$ cat config.mk
export PLATFORM = sky130hd
export DESIGN_NAME = riscv_cache_setup_q_flat
export DESIGN_NICKNAME = d
export VERILOG_FILES = /design/src/rtl/riscv_cache_setup_q_if.sv /design/src/rtl/riscv_cache_setup_q.sv /design/src/flat_wrapper.sv
export SDC_FILE = /design/constraint.sdc
export NUM_CORES = 1
export LEC_CHECK = 0
export ABC_AREA = 0
export CORE_MARGIN = 2
export CORE_UTILIZATION = 30
export CTS_CLUSTER_SIZE = 30
export DETAILED_ROUTE_END_ITERATION = 8
export SKIP_CTS_REPAIR_TIMING = 1
export SYNTH_ARGS = -nofsm -noshare
export SYNTH_HDL_FRONTEND = slang
export SYNTH_SLANG_ARGS = --single-unit
$ cat constraint.sdc
create_clock -name clk_i -period 5.75 [get_ports clk_i]
set_clock_uncertainty 0.2 [all_clocks]
set_input_delay 1.15 -clock clk_i [delete_from_list [all_inputs] [get_ports clk_i]]
set_output_delay 1.15 -clock clk_i [all_outputs]
set_load 0.02 [all_outputs]
$ cat src/rtl/riscv_cache_setup_q_if.sv
`default_nettype none
// +--------------------------------------------------------------------------+
// | riscv_cache_setup_q_if : request/staged-request bus of the setup queue   |
// | rev 1.0                                                                  |
// +--------------------------------------------------------------------------+
interface riscv_cache_setup_q_if #(
  parameter int XLEN       = 32,
  parameter int SIZE       = 64,
  parameter int BLOCK_SIZE = XLEN,
  parameter int WAYS       = 2,
  parameter int DEPTH      = 2
);
  localparam int SETS          = (SIZE * 1024 * 8) / BLOCK_SIZE / WAYS;
  localparam int BLK_OFFS_BITS = $clog2(BLOCK_SIZE / 8);
  localparam int IDX_BITS      = $clog2(SETS);
  localparam int TAG_BITS      = XLEN - IDX_BITS - BLK_OFFS_BITS;
  localparam int CNT_BITS      = $clog2(DEPTH + 1);

  // size: 0=BYTE 1=HWORD 2=WORD 3=DWORD; prot is an opaque 3-bit field
  logic                flush_i;
  logic                req_i;
  logic                req_rdy_o;
  logic [XLEN-1:0]     adr_i;
  logic [2:0]          size_i;
  logic                lock_i;
  logic [2:0]          prot_i;
  logic                we_i;
  logic [XLEN-1:0]     d_i;
  logic                is_cacheable_i;
  logic                is_misaligned_i;
  logic                req_o;
  logic                req_rdy_i;
  logic [XLEN-1:0]     adr_o;
  logic [2:0]          size_o;
  logic                lock_o;
  logic [2:0]          prot_o;
  logic                is_cacheable_o;
  logic                is_misaligned_o;
  logic [IDX_BITS-1:0] tag_idx_o;
  logic [IDX_BITS-1:0] dat_idx_o;
  logic [TAG_BITS-1:0] core_tag_o;
  logic                writebuffer_we_o;
  logic [IDX_BITS-1:0] writebuffer_idx_o;
  logic [XLEN-1:0]     writebuffer_data_o;
  logic [XLEN/8-1:0]   writebuffer_be_o;
  logic [CNT_BITS-1:0] level_o;

  modport slave (
    input  flush_i, req_i, adr_i, size_i, lock_i, prot_i, we_i, d_i,
           is_cacheable_i, is_misaligned_i, req_rdy_i,
    output req_rdy_o, req_o, adr_o, size_o, lock_o, prot_o, is_cacheable_o,
           is_misaligned_o, tag_idx_o, dat_idx_o, core_tag_o, writebuffer_we_o,
           writebuffer_idx_o, writebuffer_data_o, writebuffer_be_o, level_o
  );

  modport master (
    output flush_i, req_i, adr_i, size_i, lock_i, prot_i, we_i, d_i,
           is_cacheable_i, is_misaligned_i, req_rdy_i,
    input  req_rdy_o, req_o, adr_o, size_o, lock_o, prot_o, is_cacheable_o,
           is_misaligned_o, tag_idx_o, dat_idx_o, core_tag_o, writebuffer_we_o,
           writebuffer_idx_o, writebuffer_data_o, writebuffer_be_o, level_o
  );
endinterface
`default_nettype wire

$ cat src/rtl/riscv_cache_setup_q.sv
`default_nettype none
// +--------------------------------------------------------------------------+
// | riscv_cache_setup_q : queued address-setup stage ahead of cache lookup   |
// | rev 1.0                                                                  |
// +--------------------------------------------------------------------------+
module riscv_cache_setup_q #(
  parameter int XLEN       = 32,
  parameter int SIZE       = 64,
  parameter int BLOCK_SIZE = XLEN,
  parameter int WAYS       = 2,
  parameter int DEPTH      = 2
) (
  input  logic                  clk_i,
  input  logic                  rst_i,
  riscv_cache_setup_q_if.slave  bus
);
  localparam int SETS          = (SIZE * 1024 * 8) / BLOCK_SIZE / WAYS;
  localparam int BLK_OFFS_BITS = $clog2(BLOCK_SIZE / 8);
  localparam int IDX_BITS      = $clog2(SETS);
  localparam int TAG_BITS      = XLEN - IDX_BITS - BLK_OFFS_BITS;
  localparam int CNT_BITS      = $clog2(DEPTH + 1);
  localparam int PTR_BITS      = $clog2(DEPTH);
  localparam int BE_BITS       = XLEN / 8;
  localparam int BE_OFFS       = $clog2(BE_BITS);

  if ((DEPTH < 2) || ((DEPTH & (DEPTH - 1)) != 0)) begin : g_bad_depth
    $error("riscv_cache_setup_q: DEPTH must be a power of 2 and >= 2");
  end
  if ((XLEN != 32) && (XLEN != 64)) begin : g_bad_xlen
    $error("riscv_cache_setup_q: XLEN must be 32 or 64");
  end

  typedef struct packed {
    logic [XLEN-1:0] adr;
    logic [2:0]      size;
    logic            lock;
    logic [2:0]      prot;
    logic            we;
    logic [XLEN-1:0] d;
    logic            cacheable;
    logic            misaligned;
  } entry_t;

  entry_t               mem [DEPTH];
  entry_t               incoming, head, src;
  logic [PTR_BITS-1:0]  rd_ptr, wr_ptr;
  logic [CNT_BITS-1:0]  level;
  logic                 empty, push, adv, pop, wr_fifo, load;
  logic [IDX_BITS-1:0]  sel_idx;

  function automatic logic [BE_BITS-1:0] be_of(input logic [2:0] sz,
                                                input logic [BE_OFFS-1:0] offs);
    logic [7:0] m;
    case (sz)
      3'd0:    m = 8'h01;
      3'd1:    m = 8'h03;
      3'd2:    m = 8'h0f;
      default: m = 8'hff;
    endcase
    return m[BE_BITS-1:0] << offs;
  endfunction

  assign incoming = '{adr: bus.adr_i, size: bus.size_i, lock: bus.lock_i,
                      prot: bus.prot_i, we: bus.we_i, d: bus.d_i,
                      cacheable: bus.is_cacheable_i, misaligned: bus.is_misaligned_i};
  assign head     = mem[rd_ptr];

  // Ready depends only on the registered count, never on req_rdy_i.
  assign empty         = (level == '0);
  assign bus.req_rdy_o = (level != CNT_BITS'(DEPTH));
  assign push          = bus.req_i & bus.req_rdy_o & ~bus.flush_i;
  assign adv           = ~bus.req_o | bus.req_rdy_i;
  assign pop           = adv & ~empty;
  assign wr_fifo       = push & (~empty | ~adv);
  assign load          = adv & (pop | push);
  assign src           = pop ? head : incoming;
  assign bus.level_o   = level;

  // Index presented one cycle ahead so the memories capture the next occupant.
  always_comb begin
    sel_idx = bus.writebuffer_idx_o;
    if (bus.flush_i)
      sel_idx = bus.adr_i[BLK_OFFS_BITS +: IDX_BITS];
    else if (adv && !empty)
      sel_idx = head.adr[BLK_OFFS_BITS +: IDX_BITS];
    else if (adv)
      sel_idx = bus.adr_i[BLK_OFFS_BITS +: IDX_BITS];
  end

  assign bus.tag_idx_o = sel_idx;
  assign bus.dat_idx_o = sel_idx;

  always_ff @(posedge clk_i) begin
    if (rst_i || bus.flush_i) begin
      bus.req_o            <= 1'b0;
      bus.writebuffer_we_o <= 1'b0;
      level                <= '0;
      rd_ptr               <= '0;
      wr_ptr               <= '0;
    end else begin
      if (adv) begin
        bus.req_o            <= pop | push;
        bus.writebuffer_we_o <= (pop | push) & src.we;
      end
      level <= level + CNT_BITS'(wr_fifo) - CNT_BITS'(pop);
      if (wr_fifo) wr_ptr <= wr_ptr + PTR_BITS'(1);
      if (pop)     rd_ptr <= rd_ptr + PTR_BITS'(1);
    end
  end

  // Payload storage is deliberately unreset.
  always_ff @(posedge clk_i) begin
    if (wr_fifo) mem[wr_ptr] <= incoming;
    if (load) begin
      bus.adr_o              <= src.adr;
      bus.size_o             <= src.size;
      bus.lock_o             <= src.lock;
      bus.prot_o             <= src.prot;
      bus.is_cacheable_o     <= src.cacheable;
      bus.is_misaligned_o    <= src.misaligned;
      bus.core_tag_o         <= src.adr[XLEN-1 -: TAG_BITS];
      bus.writebuffer_idx_o  <= src.adr[BLK_OFFS_BITS +: IDX_BITS];
      bus.writebuffer_data_o <= src.d;
      bus.writebuffer_be_o   <= be_of(src.size, src.adr[BE_OFFS-1:0]);
    end
  end
endmodule
`default_nettype wire

$ cat src/flat_wrapper.sv
// flat-port wrapper written by rule: the top's interface ports become plain ports
module riscv_cache_setup_q_flat 
#(
  parameter int XLEN       = 32,
  parameter int SIZE       = 64,
  parameter int BLOCK_SIZE = XLEN,
  parameter int WAYS       = 2,
  parameter int DEPTH      = 2
)
  (clk_i, rst_i, bus_flush_i, bus_req_i, bus_adr_i, bus_size_i, bus_lock_i, bus_prot_i, bus_we_i, bus_d_i, bus_is_cacheable_i, bus_is_misaligned_i, bus_req_rdy_i, bus_req_rdy_o, bus_req_o, bus_adr_o, bus_size_o, bus_lock_o, bus_prot_o, bus_is_cacheable_o, bus_is_misaligned_o, bus_tag_idx_o, bus_dat_idx_o, bus_core_tag_o, bus_writebuffer_we_o, bus_writebuffer_idx_o, bus_writebuffer_data_o, bus_writebuffer_be_o, bus_level_o);
  riscv_cache_setup_q_if #(.XLEN(XLEN), .SIZE(SIZE), .BLOCK_SIZE(BLOCK_SIZE), .WAYS(WAYS), .DEPTH(DEPTH)) bus_i ();
  input  logic clk_i;
  input  logic rst_i;
  input wire logic [$bits(bus_i.flush_i)-1:0] bus_flush_i;
  input wire logic [$bits(bus_i.req_i)-1:0] bus_req_i;
  input wire logic [$bits(bus_i.adr_i)-1:0] bus_adr_i;
  input wire logic [$bits(bus_i.size_i)-1:0] bus_size_i;
  input wire logic [$bits(bus_i.lock_i)-1:0] bus_lock_i;
  input wire logic [$bits(bus_i.prot_i)-1:0] bus_prot_i;
  input wire logic [$bits(bus_i.we_i)-1:0] bus_we_i;
  input wire logic [$bits(bus_i.d_i)-1:0] bus_d_i;
  input wire logic [$bits(bus_i.is_cacheable_i)-1:0] bus_is_cacheable_i;
  input wire logic [$bits(bus_i.is_misaligned_i)-1:0] bus_is_misaligned_i;
  input wire logic [$bits(bus_i.req_rdy_i)-1:0] bus_req_rdy_i;
  output wire logic [$bits(bus_i.req_rdy_o)-1:0] bus_req_rdy_o;
  output wire logic [$bits(bus_i.req_o)-1:0] bus_req_o;
  output wire logic [$bits(bus_i.adr_o)-1:0] bus_adr_o;
  output wire logic [$bits(bus_i.size_o)-1:0] bus_size_o;
  output wire logic [$bits(bus_i.lock_o)-1:0] bus_lock_o;
  output wire logic [$bits(bus_i.prot_o)-1:0] bus_prot_o;
  output wire logic [$bits(bus_i.is_cacheable_o)-1:0] bus_is_cacheable_o;
  output wire logic [$bits(bus_i.is_misaligned_o)-1:0] bus_is_misaligned_o;
  output wire logic [$bits(bus_i.tag_idx_o)-1:0] bus_tag_idx_o;
  output wire logic [$bits(bus_i.dat_idx_o)-1:0] bus_dat_idx_o;
  output wire logic [$bits(bus_i.core_tag_o)-1:0] bus_core_tag_o;
  output wire logic [$bits(bus_i.writebuffer_we_o)-1:0] bus_writebuffer_we_o;
  output wire logic [$bits(bus_i.writebuffer_idx_o)-1:0] bus_writebuffer_idx_o;
  output wire logic [$bits(bus_i.writebuffer_data_o)-1:0] bus_writebuffer_data_o;
  output wire logic [$bits(bus_i.writebuffer_be_o)-1:0] bus_writebuffer_be_o;
  output wire logic [$bits(bus_i.level_o)-1:0] bus_level_o;
  assign bus_i.flush_i = bus_flush_i;
  assign bus_i.req_i = bus_req_i;
  assign bus_i.adr_i = bus_adr_i;
  assign bus_i.size_i = bus_size_i;
  assign bus_i.lock_i = bus_lock_i;
  assign bus_i.prot_i = bus_prot_i;
  assign bus_i.we_i = bus_we_i;
  assign bus_i.d_i = bus_d_i;
  assign bus_i.is_cacheable_i = bus_is_cacheable_i;
  assign bus_i.is_misaligned_i = bus_is_misaligned_i;
  assign bus_i.req_rdy_i = bus_req_rdy_i;
  assign bus_req_rdy_o = bus_i.req_rdy_o;
  assign bus_req_o = bus_i.req_o;
  assign bus_adr_o = bus_i.adr_o;
  assign bus_size_o = bus_i.size_o;
  assign bus_lock_o = bus_i.lock_o;
  assign bus_prot_o = bus_i.prot_o;
  assign bus_is_cacheable_o = bus_i.is_cacheable_o;
  assign bus_is_misaligned_o = bus_i.is_misaligned_o;
  assign bus_tag_idx_o = bus_i.tag_idx_o;
  assign bus_dat_idx_o = bus_i.dat_idx_o;
  assign bus_core_tag_o = bus_i.core_tag_o;
  assign bus_writebuffer_we_o = bus_i.writebuffer_we_o;
  assign bus_writebuffer_idx_o = bus_i.writebuffer_idx_o;
  assign bus_writebuffer_data_o = bus_i.writebuffer_data_o;
  assign bus_writebuffer_be_o = bus_i.writebuffer_be_o;
  assign bus_level_o = bus_i.level_o;
  riscv_cache_setup_q #(.XLEN(XLEN), .SIZE(SIZE), .BLOCK_SIZE(BLOCK_SIZE), .WAYS(WAYS), .DEPTH(DEPTH)) u_core (.clk_i(clk_i), .rst_i(rst_i), .bus(bus_i));
endmodule
== After elaboration in Yosys (flattened, before gate mapping) ==
Memory sizes are Yosys's and may differ from the RTL's. A register that Yosys moved wholly into a read port is not among the register bits.
Cells that the tools add are included.

* Bits in writable memories: 148
* Output and inout bits: 138
* Memories kept: 1
* Bits of input ports: 79
* Word-level logic and storage cells: 52
* Bits in registers: 113

* Bitwise gates (word level): 13
* Add/sub/neg operators: 4
* Eq/ne operators: 3
* Reductions and logical operators: 5
* Multiplexer cells: 10
* Shift operators: 1

{| class="wikitable"
|+ Memory list
! name !! words !! width !! rd ports !! clocked after memory_dff !! wr ports !! RTL line !! RTL
|-
| u_core.mem || 2 || 74 || 1 || 1 || 1 || riscv_cache_setup_q.sv:44 || <nowiki>entry_t mem [DEPTH];</nowiki>
|}

{| class="wikitable"
|+ Operator list
! kind !! count
|-
| 74-bit two-way mux || 1
|-
| 13-bit two-way mux || 3
|-
| 4-bit case mux with 3 select lines || 1
|-
| 1-bit bitwise AND || 6
|-
| 1-bit two-way mux || 4
|-
| 4-bit two-way mux || 1
|-
| 1-bit inverter || 4
|-
| 4-bit by 2-bit << shifter with 4-bit output || 1
|-
| 3-bit by 1-bit equality test with 1-bit output (second input constant) || 1
|-
| 3-bit by 2-bit equality test with 1-bit output (second input constant) || 1
|-
| 3-bit logical NOT || 1
|-
| 1-bit bitwise OR || 3
|-
| 1-bit adder (second input constant) || 2
|-
| 2-bit by 1-bit adder with 2-bit output || 1
|-
| 2-bit logical NOT || 1
|-
| 2-bit != test (second input constant) || 1
|-
| 2-bit by 1-bit subtractor with 2-bit output || 1
|-
| 1-bit logical AND || 1
|-
| 1-bit logical NOT || 1
|-
| 1-bit logical OR || 1
|}

== Logic depth before layout (Yosys ltp) ==
Gate-level depths: netlist of run 1.

* Depth in word-level cells: 8
* Gate-level depth with buffers: 12
* Mapped depth without buffers: 9

== Least setup slack after synthesis of run 1 ==
Ideal clock, no wire load.

* Path type: in2reg
* Start: input bus_flush_i
* End: register u_core.bus.writebuffer_we_o
* Slack: -0.239 ns
* Stages on the path: 4
* Data required time: 5.463 ns
* Library setup time: 0.087 ns
* Arrival: 5.702 ns
* Cells stage by stage: nand2b_1 a21oi_1 o211ai_1 a211oi_1

* Word-level cells in the longest chain between the ends: 4
* Elaborated cells on any way between the ends: 5
* Those cells by class: 4 x bitwise; 1 x reduce/logical

{| class="wikitable"
|+ Ends and longest elaborated chain
! element !! RTL line !! RTL
|-
| start, declared || flat_wrapper.sv:14 || <nowiki>input wire logic [$bits(bus_i.flush_i)-1:0] bus_flush_i;</nowiki>
|-
| 1-bit inverter || riscv_cache_setup_q.sv:71 || <nowiki>assign push = bus.req_i & bus.req_rdy_o & ~bus.flush_i;</nowiki>
|-
| 1-bit bitwise AND || riscv_cache_setup_q.sv:71 ||
|-
| 1-bit bitwise OR || riscv_cache_setup_q.sv:103 || <nowiki>bus.writebuffer_we_o <= (pop | push) & src.we;</nowiki>
|-
| 1-bit bitwise AND || riscv_cache_setup_q.sv:103 ||
|-
| end signal, assigned || riscv_cache_setup_q.sv:103 ||
|-
| end, declared || riscv_cache_setup_q_if.sv:52 || <nowiki>is_misaligned_o, tag_idx_o, dat_idx_o, core_tag_o, writebuffer_we_o,</nowiki>
|}

Several ways; a longest one is shown, not always the timed one.
A chain may end at the register's enable or synchronous reset.

== Worst setup path after layout of run 1 ==
* Start: input bus_req_rdy_i
* End: output bus_tag_idx_o[9]

* Word-level cells in the longest chain between the ends: 4
* Elaborated cells on any way between the ends: 5
* Those cells by class: 3 x mux; 1 x bitwise; 1 x reduce/logical

{| class="wikitable"
|+ Ends and longest elaborated chain
! element !! RTL line !! RTL
|-
| start, declared || flat_wrapper.sv:24 || <nowiki>input wire logic [$bits(bus_i.req_rdy_i)-1:0] bus_req_rdy_i;</nowiki>
|-
| 1-bit bitwise OR (*) || riscv_cache_setup_q.sv:72 || <nowiki>assign adv = ~bus.req_o | bus.req_rdy_i;</nowiki>
|-
| 13-bit two-way mux or 1-bit logical AND (tied branches) || riscv_cache_setup_q.sv:86, riscv_cache_setup_q.sv:84 ||
|-
| 13-bit two-way mux (*) || riscv_cache_setup_q.sv:84 || <nowiki>else if (adv && !empty)</nowiki>
|-
| 13-bit two-way mux (*) || riscv_cache_setup_q.sv:82 || <nowiki>if (bus.flush_i)</nowiki>
|-
| end, declared || flat_wrapper.sv:33 || <nowiki>output wire logic [$bits(bus_i.tag_idx_o)-1:0] bus_tag_idx_o;</nowiki>
|}

Mark *: on every way between the ends. The rest lies on a longest branch, timed or not.

==> flow_summary.ini, run 1 <==
[clock_network]
cts_tree = yes
clock_latency_ns = 0.50
path_clk_slew_ns = 0.06
cts_made_buffers = 25
clockBufferDepth = 3
clock-sinks = 232
htreeDepth = 1
clock-root-buffer = clkbuf_16

[pwr]
power_frac_seq_pct = 50.1
leakagePower_nw = 4.12
p_comb_share_pct = 9.6
switchingPower_mw = 0.827
p_int_mw = 3.01
switching_share_pct = 21.5
p_per_area_mw_per_mm2 = 309
pwr-share-clk_pct = 40.2
vdd_drop_max_uv = 161

[synth]
async_flop_share_pct = 0
synthCells = 617
ys_warn_count = 0
yosys.area.top_type = edfxtp_1
ys_seq_elements = 232
synth.most_common_cell = edfxtp_1
netlist-cell-type-count = 39
synthDominantCellAreaShare_pct = 72.1
synth_edf_count = 225
ys_seq_area_share_pct = 73.6
yosys.area_share.simple_pct = 5.14
synthesis.nets = 698
ys.flop_type = edfxtp_1
synth-xor-area-share_pct = 0.374
yosys-top-cells-area = edfxtp_1, mux2i_1, o21ai_0, buf_4, nand2_1
synthMuxAreaShare_pct = 7.91
synth.avg_cell_area_sq_um = 15.2
synthTopCellsByCount = edfxtp_1, mux2i_1, nand2_1, o21ai_0, buf_4
synth-adder-area-share_pct = 0.267
synth_compound_area_share_pct = 7.12
synth_top_family_by_area = multiplexers
netlist_area_sq_mm = 0.00937

[timing]
rsz0062_at_grt = no
max_clock_freq_ghz = 0.211
slew_viol_final = 0
maxSlewHeadroom_pct = 32.0
finalSetupTns_ns = 0
period_share_pct = 82.3
setup_viol = 0
hold_violations = 0
worst_pin_slew_ns = 1.02
hold_ws_ns = 0.284
min_period_ns = 4.73

[global_routing]
overflow = 0
grt_usage_pct = 12.1
grt_max_degree = 79
antenna_found_initial = 0
grt_pass1_vias = 5374
grt_pass1_wl_um = 31200

[critical_path]
worst_setup_path_end_kind = primary output
critPathMaxStageDelay_ns = 0.62
regToRegSetupSlack_ns = 2.81
critical_path_class = input pin to primary output
cp.required_ns = 4.40
r2r_end = u_core.bus.writebuffer_idx_o[3]$_DFFE_PP_
path_cells = clkdlybuf4s50_1 > nand2b_2 > a21oi_1 > buf_4 > o22a_1 > clkdlybuf4s50_1
critPathMaxFanout = 22
start_kind = input pin
r2r_cells = 5
r2r_start = u_core.bus.level_o[1]$_SDFF_PP0_
cp_slowest_cell = clkdlybuf4s50_1
crit_arrival_ns = 3.38
path_common_cell = clkdlybuf4s50_1

[die]
die_h_um = 181
rows = 64
die-area_sq_mm = 0.0327
coreArea_sq_mm = 0.0307
die_w_um = 181
io_pins = 217
start_util_pct = 30.5

[detailed_routing]
drt_first_iter_violations = 313
post_drt_wl_per_cell_um = 16.8
firstDrtPassIters = 5
vias = 5431
drc = 0
viasPerCell = 4.50
ant_nets = 0
wl_um = 20300

[final_layout]
fillers = 2845
area_delta_synth_final_pct = 32.8
drive_above_1_share_pct = 7.04
fin_nets = 875

[min_path]
whs_path_depth = 2
hold_end = u_core.bus.writebuffer_we_o$_SDFFE_PP0N_
hp-class = flop to flop
hold_start = u_core.bus.writebuffer_we_o$_SDFFE_PP0N_

[placement]
portBuffers = 216
post-dp-hpwl_um = 12400
finalWeightedCongestion = 0.718

[run]
max_cap_violations = 0

[outcome]
outcome = completed
==> per-stage QoR <==
step                      cell area [sq um]  cells  setup slack, ns  util [%]  power (mW)
after CTS                             12400   1206             1.00      40.6        3.90
after detailed placement              11700   1163             1.01      38.0        2.34
after global routing                  12400   1206            0.892      40.6        3.99
final                                 12400   1207             1.02      40.6        3.84
after floorplan                        9370    617            0.419         -        2.15
after global placement                11700   1163             1.06      38.0        2.33
==> power by group through the flow <==
stage / combinational [mW] / sequential, mW / clock (mW)
global placement: 0.370 / 1.96 / 0
floorplan: 0.143 / 2.00 / 0
finish: 0.370 / 1.93 / 1.55
detailed placement: 0.373 / 1.96 / 0
global route: 0.395 / 1.93 / 1.67
CTS: 0.375 / 1.93 / 1.60
==> area by class of cell <==
class | instances | area [sq um] | area share [%]
sequential | 232 | 6900 | 55.5
timing repair buffer | 224 | 2260 | 18.2
multi-input combinational | 305 | 1980 | 15.9
clock buffer | 32 | 652 | 5.24
tap | 396 | 495 | 3.98
clock inverter | 11 | 130 | 1.05
inverter | 6 | 25.0 | 0.201
antenna | 1 | 2.50 | 0.0201
==> metal layers <==
metal,vias to the layer above,GRT usage (%),wire [um],share of wire (%)
li1,2609,-,-,-
met1,2590,16.5,9390,46
met2,204,19.3,9180,45
met3,28,2.92,1410,6.9
met4,0,2.90,356,1.8
met5,-,0,0,0
==> state kept, by name, summed over array words and instances, names as in the netlist, named ones only <==
register	flops
u_core.bus.prot_o	3
u_core.mem	148
u_core.bus.core_tag_o	17
u_core.rd_ptr	1
u_core.bus.writebuffer_we_o	1
u_core.bus.writebuffer_data_o	32
u_core.bus.req_o	1
u_core.bus.is_misaligned_o	1
u_core.bus.lock_o	1
u_core.bus.adr_o	3
u_core.bus.writebuffer_idx_o	12
u_core.wr_ptr	1
u_core.bus.writebuffer_be_o	4
u_core.bus.is_cacheable_o	1
u_core.bus.size_o	3
u_core.bus.level_o	2
==> how the worst max path moves through the flow <==
stage	start	to
floorplan	bus_flush_i	u_core.mem[0][0]$_DFFE_PP_
global placement	bus_req_rdy_i	bus_dat_idx_o[9]
detailed placement	bus_req_rdy_i	bus_tag_idx_o[9]
CTS	bus_req_rdy_i	bus_tag_idx_o[9]
global route	bus_req_rdy_i	bus_tag_idx_o[12]
finish	bus_req_rdy_i	bus_tag_idx_o[9]
==> kinds of logic (layout without fill, tap and decap cells) <==
group | Yosys count | in the layout
flip-flops | 232 | 232
AND/OR/NAND/NOR | 113 | 113
AO/OA/AOI/OAI | 112 | 112
buffers and inverters | 80 | 273
multiplexers | 74 | 74
XOR/XNOR | 4 | 4
adder cells (fa/ha/maj) | 2 | 2
other | 0 | 1
==> worst max-delay path: cells and delay by family <==
kind,cells,cell delay [ns]
buf+inv,3,1.29
compound gates,2,0.44
simple gates,1,0.48
==> placed cells by master, fill, tap and decap left out, types with 2 or more instances in the layout <==
master	n
o21ai_0	70
nor2_1	18
buf_4	5
dfxtp_1	6
inv_1	5
nor3b_1	2
clkbuf_16	25
and2_1	2
nand3_1	3
nor2_4	2
o22a_1	13
ha_1	2
clkinv_2	4
mux2i_1	74
clkinv_1	3
nor3_1	8
clkbuf_1	7
clkdlybuf4s50_1	216
edfxtp_1	225
xnor2_1	3
buf_12	3
nand2_1	72
a21oi_1	9
a21oi_2	9
bufinv_16	3
a21o_1	2
Note: power is estimated with default switching activity, not from simulation.
==> run 2, diff against run 1 <==
clock period = 4.95 ns   (was 5.75 ns; I/O delays follow)
==> run 2 against run 1 <==
Net effect:
- critical path type unchanged
- first-iteration DRC count up 13%
- cell count up 0.50%
- hold slack worse by 0.012 ns
- clock power up 9.7%
- global-route usage grew 0.085 points
- core utilization about the same
- critical path depth is 1 higher
==> flow_summary.ini, run 2 (synthesis gave the netlist of run 1 again) <==
[clock_network]
clock-root-buffer = clkbuf_16
cts_tree = yes
clockBufferDepth = 3
htreeDepth = 1
cts_made_buffers = 26
clock_latency_ns = 0.51
clock-sinks = 232
path_clk_slew_ns = 0.06

[timing]
hold_ws_ns = 0.271
min_period_ns = 4.36
max_clock_freq_ghz = 0.229
slew_viol_final = 0
fin_ws_ns = 0.587
maxSlewHeadroom_pct = 35.9
period_share_pct = 88.1
hold_violations = 0
setup_viol = 0
finalSetupTns_ns = 0
worst_pin_slew_ns = 0.962
rsz0062_at_grt = no

[critical_path]
regToRegSetupSlack_ns = 2.09
start_kind = input pin
worst_setup_path_end_kind = primary output
cp.required_ns = 3.76
cp_slowest_cell = clkdlybuf4s50_1
critical_path_class = input pin to primary output
crit_arrival_ns = 3.17
critPathMaxStageDelay_ns = 0.55
path_common_cell = clkdlybuf4s50_1
critPathMaxFanout = 40
path_cells = clkdlybuf4s50_1 > nand2b_2 > nand2_8 > inv_4 > a21oi_1 > o22a_1 > clkdlybuf4s50_1
crit_buf_inv = 3
path_delay_family = buffers and inverters
crit_start = bus_req_rdy_i

[final_layout]
utilization_pct = 40.6
reg_top3 = u_core.mem x148, u_core.bus.writebuffer_data_o x32, u_core.bus.core_tag_o x17
final_common_cell = edfxtp_1
diodes = 0
top_register = u_core.mem
fillers = 2785
largest_reg_flops = 148
fin_nets = 879
multi_input_area_sq_mm = 0.00198
seq_area_sq_mm = 0.00690
final_cell_mix = edfxtp_1, clkdlybuf4s50_1, mux2i_1, nand2_1, o21ai_0
area_delta_synth_final_pct = 32.9
drive_above_1_share_pct = 7.47

[die]
rows = 64
io_pins = 217
die_w_um = 181
start_util_pct = 30.5
die-area_sq_mm = 0.0327
die_h_um = 181
coreArea_sq_mm = 0.0307

[pwr]
leakagePower_nw = 4.13
p_total_mw = 4.37
p_per_area_mw_per_mm2 = 351
vdd_drop_max_uv = 191

[detailed_routing]
drc = 0
firstDrtPassIters = 4
ant_nets = 0
post_drt_wl_per_cell_um = 16.8
drt_first_iter_violations = 354
wl_um = 20400
vias = 5505
viasPerCell = 4.54

[global_routing]
grt_pass1_wl_um = 31500
overflow = 0
grt_pass1_vias = 5435
grt_usage_pct = 12.2
antenna_found_initial = 0
grt_max_degree = 103

[run]
max_cap_violations = 0

[min_path]
hp-class = flop to flop
hold_start = u_core.bus.writebuffer_we_o$_SDFFE_PP0N_

[outcome]
outcome = completed

[placement]
portBuffers = 216
post-dp-hpwl_um = 13200
finalWeightedCongestion = 0.740
dp_worst_setup_slack_ns = 0.586
run 2: report_power, final:
| group | internal (mW) | switching, mW | total (mW) |
|---|---|---|---|
| sequential | 2.22 | 0.0232 | 2.24 |
| combinational | 0.205 | 0.225 | 0.430 |
| clock | 0.987 | 0.717 | 1.70 |
| total | 3.41 | 0.966 | 4.37 |
run 2: routing by layer:
metal | routed length [um] | track usage [%] | vias up | share of wire (%)
met1 | 9710 | 17.1 | 2661 | 48
met4 | 283 | 2.71 | 0 | 1.4
met2 | 9070 | 19.0 | 191 | 44
met3 | 1350 | 2.94 | 27 | 6.6
met5 | 0 | 0 | - | 0
li1 | - | - | 2626 | -
run 2: final cells by class:
cell class / instances / area share [%]
inverter: 6 / 0.201
timing repair buffer: 227 / 18.4
clock inverter: 15 / 0.543
clock buffer: 32 / 5.58
sequential: 232 / 55.4
multi-input combinational: 305 / 15.9
tap: 396 / 3.98
run 2: worst register-to-register path, cell delays in order, from the launching register on:
cell     delay, ns
dfxtp_4       0.94
buf_4         0.62
a21oi_1       0.27
a21oi_1       0.39
o21ai_1       0.16
run 2: worst paths after layout:
path / end / depth (start not counted)
setup / recovery: bus_tag_idx_o[12] / 7
hold / removal: u_core.bus.writebuffer_we_o$_SDFFE_PP0N_ / 2
setup reg to reg: u_core.bus.writebuffer_be_o[3]$_DFFE_PP_ / 4
hold reg to reg: u_core.bus.writebuffer_we_o$_SDFFE_PP0N_ / 2
run 2: metrics by stage:
step                cell area [sq um]  instances
floorplan                        9370        617
global placement                11700       1166
detailed placement              11700       1166
CTS                             12500       1213
global route                    12500       1213
finish                          12500       1213
==> run 3, diff against run 2 <==
CORE_UTILIZATION = 50   (was 30)
PLACE_DENSITY = 0.8   (was not set)
REMOVE_ABC_BUFFERS = 1   (was not set)
==> run 3 against run 2 <==
Net effect:
- global-route usage is 6.7 points higher
- core utilization grew 25 points
- sequential power is essentially flat
- register-to-register slack better by 0.16 ns
- cell count fell by 14%
- maximum frequency shrank 1.9%
- critical endpoint is now bus_tag_idx_o[0]
==> flow_summary.ini, run 3 (synthesis gave the netlist of run 1 again) <==
[final_layout]
final_cell_mix = edfxtp_1, clkdlybuf4s50_1, mux2i_1, nand2_1, o21ai_0
final_common_cell = edfxtp_1
fin_nets = 874
top_register = u_core.mem
largest_reg_flops = 148
drive_above_1_share_pct = 6.92
diodes = 0
reg_top3 = u_core.mem x148, u_core.bus.writebuffer_data_o x32, u_core.bus.core_tag_o x17
area_delta_synth_final_pct = 30.0

[timing]
finalSetupTns_ns = 0
max_clock_freq_ghz = 0.225
min_period_ns = 4.45
setup_viol = 0
worst_pin_slew_ns = 1.25
hold_violations = 0
fin_ws_ns = 0.504
maxSlewHeadroom_pct = 16.9
rsz0062_at_grt = no
period_share_pct = 89.8
slew_viol_final = 0

[die]
rows = 50
die_w_um = 141
die_h_um = 141
start_util_pct = 50.6
io_pins = 217
coreArea_sq_mm = 0.0185
die-area_sq_mm = 0.0198

[critical_path]
crit_start = bus_req_rdy_i
cp.required_ns = 3.76
r2r_start = u_core.bus.level_o[1]$_SDFF_PP0_
critPathMaxFanout = 22
critical_path_class = input pin to primary output
crit_arrival_ns = 3.26
worst_setup_path_end_kind = primary output
start_kind = input pin
regToRegSetupSlack_ns = 2.25

[pwr]
vdd_drop_max_uv = 219
p_per_area_mw_per_mm2 = 358
leakagePower_nw = 4.09
p_total_mw = 4.36

[detailed_routing]
post_drt_wl_per_cell_um = 18.5
drc = 0
ant_nets = 0
vias = 5611
viasPerCell = 5.38
wl_um = 19200
firstDrtPassIters = 5
drt_first_iter_violations = 402

[global_routing]
grt_usage_pct = 18.8
antenna_found_initial = 0
grt_pass1_vias = 5697
overflow = 0
grt_max_degree = 141
grt_pass1_wl_um = 29800

[placement]
finalWeightedCongestion = 0.810
post-dp-hpwl_um = 12100
portBuffers = 216
dp_worst_setup_slack_ns = 0.533

[clock_network]
clock_latency_ns = 0.49
clockBufferDepth = 3
cts_made_buffers = 23
path_clk_slew_ns = 0.06
clock-sinks = 232
clock-root-buffer = clkbuf_16
htreeDepth = 1
cts_tree = yes

[run]
max_cap_violations = 0

[min_path]
hp-class = flop to flop
hold_start = u_core.bus.writebuffer_we_o$_SDFFE_PP0N_

[outcome]
outcome = completed
## run 3: cell count changes in the layout (fill, tap and decap cells not counted), sizes merged
cell / before / now
buf: 11 / 9
bufinv: 0 / 2
clkinv: 14 / 6
## run 3: layer usage
layer	GRT usage, %	vias up	part of all wire [%]
met5	0	-	0
met4	4.47	0	1.8
met3	4.28	30	8.0
met2	31.7	260	48
met1	25.2	2716	42
li1	-	2605	-
## run 3: final cells by class
type | count | area (sq um)
clock buffers | 32 | 639
clock inverters | 9 | 104
fillers | 1291 | 6340
inverters | 6 | 25.0
multi-input cells | 305 | 1980
flip-flops and latches | 232 | 6900
well taps | 234 | 293
repair buffers | 225 | 2240
## run 3: path summary, 6_finish.rpt
| kind | endpoint | depth (start not counted) |
|---|---|---|
| max | bus_tag_idx_o[0] | 6 |
| min | u_core.bus.writebuffer_we_o$_SDFFE_PP0N_ | 2 |
| max reg2reg | u_core.bus.writebuffer_data_o[24]$_DFFE_PP_ | 4 |
| min reg2reg | u_core.bus.writebuffer_we_o$_SDFFE_PP0N_ | 2 |
## run 3: per-stage QoR
stage	cell area (sq um)	std cells	hold slack [ns]	util (%)
detailed placement	11400	1002	0.290	61.8
global route	12200	1043	0.349	65.8
floorplan	8870	543	0.318	-
global placement	11400	1002	0.278	61.8
finish	12200	1043	0.302	65.8
CTS	12200	1043	0.311	65.8
## run 3: power breakdown
part           internal, mW  total [mW]  switching (mW)
combinational         0.205       0.429           0.224
clock                  1.01        1.69           0.683
sequential             2.22        2.24          0.0243
total                  3.43        4.36           0.931
## run 3: critical path, cell delays in order
cell and delay (ns):
clkdlybuf4s50_1 0.45, nand2b_2 0.47, a21oi_1 0.27, buf_4 0.24, o22a_1 0.20, clkdlybuf4s50_1 0.63
